--- config.mk ---
export PLATFORM = sky130hd
export DESIGN_NAME = mem_arbiter
export DESIGN_NICKNAME = d
export VERILOG_FILES = /design/src/rtl/mem_arbiter.sv
export SDC_FILE = /design/constraint.sdc
export NUM_CORES = 1
export LEC_CHECK = 0
export ABC_CLOCK_PERIOD_IN_PS = 1600
export CORE_MARGIN = 3
export CORE_UTILIZATION = 19
export CTS_CLUSTER_DIAMETER = 40
export DETAILED_ROUTE_END_ITERATION = 8
export GPL_ROUTABILITY_DRIVEN = 0
export PLACE_DENSITY = 0.8
export SETUP_SLACK_MARGIN = 0.02
export SYNTH_ARGS = -nofsm -noshare
export SYNTH_HDL_FRONTEND = slang
export SYNTH_SLANG_ARGS = --single-unit
--- constraint.sdc ---
create_clock -name clock -period 1.6 [get_ports clock]
set_input_delay 0.16 -clock clock [delete_from_list [all_inputs] [get_ports clock]]
set_output_delay 0.16 -clock clock [all_outputs]
set_load 0.005 [all_outputs]
--- src/rtl/mem_arbiter.sv ---
// Two-port memory arbiter: instruction fetch and data ports share one synchronous memory.
// Data wins contention until MAX_D_STREAK consecutive data grants have starved fetch.
module mem_arbiter #(
    parameter int ADDR_W       = 16,
    parameter int DATA_W       = 16,
    parameter int MAX_D_STREAK = 4
) (
    input  logic              clock,
    input  logic              reset,
    input  logic              if_req,
    input  logic [ADDR_W-1:0] if_addr,
    output logic              if_gnt,
    output logic              if_rvalid,
    output logic [DATA_W-1:0] if_rdata,
    input  logic              d_req,
    input  logic              d_we,
    input  logic [ADDR_W-1:0] d_addr,
    input  logic [DATA_W-1:0] d_wdata,
    output logic              d_gnt,
    output logic              d_rvalid,
    output logic [DATA_W-1:0] d_rdata,
    output logic              mem_enable,
    output logic              mem_we,
    output logic [ADDR_W-1:0] mem_addr,
    output logic [DATA_W-1:0] mem_wdata,
    input  logic [DATA_W-1:0] mem_rdata
);

    localparam int STREAK_W = $clog2(MAX_D_STREAK + 1);
    localparam logic [STREAK_W-1:0] STREAK_MAX = STREAK_W'(MAX_D_STREAK);

    typedef enum logic [1:0] {
        R_NONE,
        R_IF,
        R_D
    } resp_t;

    resp_t                state;
    resp_t                state_next;
    logic [STREAK_W-1:0]  streak;
    logic [STREAK_W-1:0]  streak_next;
    logic                 at_limit;

    always_comb begin
        at_limit = (streak == STREAK_MAX);
        d_gnt    = !reset && d_req && !(if_req && at_limit);
        if_gnt   = !reset && if_req && !d_gnt;
    end

    always_comb begin
        mem_enable = if_gnt | d_gnt;
        mem_we     = 1'b0;
        mem_addr   = if_addr;
        mem_wdata  = '0;
        if (d_gnt) begin
            mem_we    = d_we;
            mem_addr  = d_addr;
            mem_wdata = d_wdata;
        end
    end

    // Streak only measures how long fetch has been kept waiting.
    always_comb begin
        streak_next = streak;
        if (if_gnt || !if_req) begin
            streak_next = '0;
        end else if (d_gnt && !at_limit) begin
            streak_next = streak + STREAK_W'(1);
        end
    end

    always_comb begin
        state_next = R_NONE;
        if (if_gnt) begin
            state_next = R_IF;
        end else if (d_gnt && !d_we) begin
            state_next = R_D;
        end
    end

    always_ff @(posedge clock) begin
        if (reset) begin
            state  <= R_NONE;
            streak <= '0;
        end else begin
            state  <= state_next;
            streak <= streak_next;
        end
    end

    // Gating with reset suppresses the response of a read granted just before reset.
    always_comb begin
        if_rvalid = (state == R_IF) && !reset;
        d_rvalid  = (state == R_D) && !reset;
        if_rdata  = mem_rdata;
        d_rdata   = mem_rdata;
    end

endmodule

-- After elaboration in Yosys (flattened, before gate mapping)
Index checks and enable logic that the tools add are counted.
- logic and storage cells: 31
- register bits: 5
- $add $sub $neg: 1
- bitwise logic cells: 1
- muxes and demuxes: 5
- equal/unequal tests: 3
- reductions and logical operators: 18
- operator list (operator ; number):
    2-to-1 mux 16 bit ; 2
    logical AND 1 bit ; 9
    logical NOT 1 bit ; 6
    OR reduction 2 bit ; 2
    adder 3 x 1 -> 3 bit, second input constant ; 1
    == test 3 bit, second input constant ; 1
    == test 2 x 1 -> 1 bit, second input constant ; 1
    == test 2 bit, second input constant ; 1
    2-to-1 mux 1 bit ; 2
    2-to-1 mux 2 bit ; 1
    logical OR 1 bit ; 1
    OR 1 bit ; 1

-- Longest topological paths before layout
- word-level depth: 8
- depth in mapped cells: 5

-- Worst setup path before layout
OpenSTA, ideal clock, no wires.
- kind: flip-flop to output port
- from: register streak[0]
- to: output port mem_addr[6]
- stages on the path, launching flop included: 6
- data required time: 1.440 ns
- path slack: -0.128 ns
- arrival: 1.568 ns
- cell sequence: dfxtp_1 > inv_1 > ha_1 > a311oi_4 > buf_4 > mux2_1
- longest elaborated chain between the ends: 5
- ends and longest elaborated chain (what ; line ; RTL):
    start: declaration ; 40 ; logic [STREAK_W-1:0] streak;
    start signal: assignment ; 87 ; streak <= streak_next;
    == test 3 bit ; 45 ; at_limit = (streak == STREAK_MAX);
    logical AND 1 bit ; 46 ; d_gnt = !reset && d_req && !(if_req && at_limit);
    logical NOT 1 bit ; 46 ;
    logical AND 1 bit ; 46 ;
    2-to-1 mux 16 bit ; 55 ; if (d_gnt) begin
    end: declaration ; 24 ; output logic [ADDR_W-1:0] mem_addr,
No other way between the ends.

-- Worst setup path after layout
- from: register streak[1]
- to: output port mem_addr[7]
The elaborated chain is that of the path after synthesis.

==> qor.txt <==
Setup crit start kind = flop
Final nets = 253
Die Ht = 71.1 um
endpoint class of the critical path = output port
failing checks = negative setup slack
cell-by-cell listing of the critical path = inv_2 > ha_4 > a311oi_4 > buf_6 > buf_8 > buf_6 > mux2_4 > buf_6
Sinks on Clock Net = 5
capture point of the worst reg-to-reg path = state[1]
core box area = 0.00403 sq mm
cell area after placement = 0.00165 sq mm
IO Pins = 139
max-slew violation count = 0
count of different cell masters after synthesis = 18
total met3 wirelength after detailed routing = 254 um
maximum capacitance violations = 0
worst-path cell with the longest stage delay = sky130_fd_sc_hd__dfxtp_2
total standard cell area after synthesis = 805 sq um
hold path endpoint = d_rdata[2]
Syn-to-layout area delta = 136%
Worst Max-Slew Pin Slew = 252 ps
vias in the first global route = 929
most frequent cell on the critical path = sky130_fd_sc_hd__buf_6
run status = finished, violations left
number of flip-flops and latches in the synthesized netlist = 5
highest-count cells in the layout ignoring fill and taps = 51 x sky130_fd_sc_hd__clkdlybuf4s50_1, 33 x sky130_fd_sc_hd__buf_6, 16 x sky130_fd_sc_hd__mux2_4
number of nets with antenna violations after detailed routing = 0
synthesized instance count = 96
switching share of total power = 0.220
full die area = 0.00505 sq mm
mean area per synthesized cell = 8.38 sq um
total track usage = 0.109
clock tree root driver cell = sky130_fd_sc_hd__clkbuf_8
Worst-Skew Late Latency = 220 ps
Vias per Instance = 3.97
detailed-route DRC error count = 0
data arrival time at the worst-slack endpoint = 1830 ps
dpl cells = 211
Final Skew = 3.28 ps
leading cell type in the layout, fill and taps excluded = sky130_fd_sc_hd__clkdlybuf4s50_1
post-place setup slack = -582 ps
launch point of the worst hold path = mem_rdata[2]
Switch Pwr = 174 uW
total chip power = 788 uW
portion of total power attributed to combinational logic = 0.539
maximum number of pins on one net before global-route repair = 8
H-tree depth = 1
DRT iter0 DRCs = 11
depth of the worst register-to-register path = 8
wire length per cell after detailed routing = 12.6 um
net count after synthesis = 167
die extent in x = 71.1 um
Starting Density = 0.200
sequential cell fraction of total power = 0.166
final wirelength = 2920 um
FMAX = 503 MHz
Max VDD drop = 0.404 mV
CTS clock-pin slew for the worst setup and hold paths = 40 ps
number of antenna violations at the first check in global routing = 0
slowest stage delay, CP = 330 ps
Max Used Layer = met4
Hold Violations, Final = 0
number of cell rows = 23
CTS tree = built
post-layout minimum cycle time = 1990 ps
final setup margin = -389 ps
count of input and output buffers = 90
Clock Tree Buf Depth = 2
Worst R2R Start = streak[1]
Min-Delay Path Class = input pin to output port
final core area utilization = 0.472
Slew HR = 0.832
worst-case register-to-register setup slack = 100 ps
total number of yosys warnings = 0
worst hold path stage count = 0
area of all placed cells without fillers = 0.00190 sq mm
layout cell share with drive strength beyond 1 = 0.536
required time reported for the critical path endpoint = 1440 ps
unrepaired setup endpoints after global routing = true
detailed-routing iteration count for the pre-antenna-repair pass = 4
DP HPWL = 2210 um
internal portion of total power = 614 uW
number of vias after detailed routing = 916
final period utilization = 1.24
global-route wire length before repair = 4510 um
routed wire length on met2 = 1700 um
total congestion overflow after global routing = 0
non-filler cells in the finished layout = 231
total inserted antenna cells = 0
crit path kind = flop to output port
sequential cell area fraction in the yosys report = 0.124
largest driver fanout on the critical path = 6
Metal-1 WL = 943 um
clock power share = 0.295
clock buffers created by TritonCTS = 3
leakage component of the power = 0.000886 uW
# setup viols final = 34
PwrDens = 415 mW/mm^2
per-stage QoR:
stage	setup TNS (ps)	hold WS (ps)
after floorplan	-566	232
after global placement	-16660	320
after detailed placement	-17490	320
after CTS	-10790	320
after global routing	-13070	320
final	-10350	320
critical path: cells and delay by family (launching register included):
kind / cells / cell delay [ps]
multiplexers: 1 / 300
buffers and inverters: 5 / 550
AO/OA/AOI/OAI: 1 / 280
adder cells (fa/ha/maj): 1 / 160
flip-flops: 1 / 330
kinds of logic (layout without fill, tap and decap cells):
group | Yosys count | after routing | share of synthesized area
simple gates | 30 | 30 | 0.210
flops | 5 | 5 | 0.124
fa+ha+maj | 2 | 2 | 0.0311
buf+inv | 39 | 124 | 0.347
compound gates | 3 | 3 | 0.0513
mux | 17 | 17 | 0.236
power by group through the flow:
stage | clock, uW | combinational, uW | sequential, uW
2_1_floorplan | 0 | 168 | 132
3_3_place_gp | 0 | 357 | 132
3_5_place_dp | 0 | 363 | 133
4_1_cts | 239 | 407 | 131
5_1_grt | 255 | 453 | 131
6_report | 232 | 425 | 131
flip-flops by register name, indices dropped and copies added (netlist names):
register / cells
streak: 3
state: 2
worst max path at each step:
stage / from / endpoint / slack (ps)
floorplan: streak[0] / mem_addr[0] / -50
global placement: d_req / mem_addr[10] / -540
detailed placement: if_req / mem_addr[7] / -580
CTS: streak[0] / mem_addr[7] / -380
global route: streak[1] / mem_addr[7] / -460
finish: streak[1] / mem_addr[7] / -390
area by class of cell:
cell class	count	area, sq um
clock buffers	4	45.0
fillers	401	2130
inverters	4	15.0
multi-input cells	52	526
flip-flops and latches	5	103
well taps	50	62.6
repair buffers	116	1150
cell usage after synthesis (all sizes together):
| master | number | area share |
|---|---|---|
| nor2 | 6 | 0.028 |
| mux2 | 16 | 0.22 |
| buf | 35 | 0.33 |
| and2 | 17 | 0.13 |
| inv | 4 | 0.019 |
| dfxtp | 5 | 0.12 |
| nor3b | 2 | 0.019 |
| ha | 2 | 0.031 |
| a21boi | 2 | 0.019 |
| mux2i | 1 | 0.012 |
| nor2b | 2 | 0.016 |
| a311oi | 1 | 0.033 |
| nand3 | 1 | 0.0062 |
| nand2 | 2 | 0.0093 |
metal layers:
layer / track usage / vias up
met5: 0 / -
met4: 0.0230 / 0
met3: 0.0327 / 5
met2: 0.213 / 56
met1: 0.113 / 408
li1: - / 447
timing repair:
item	in CTS	in global routing
hold buffers	0	0
setup endpoints to repair	38	36
setup buffers	13	5
resized for setup	162	36
pin swaps	5	7
cloned	1	0
(Power assumes the default switching activity.)
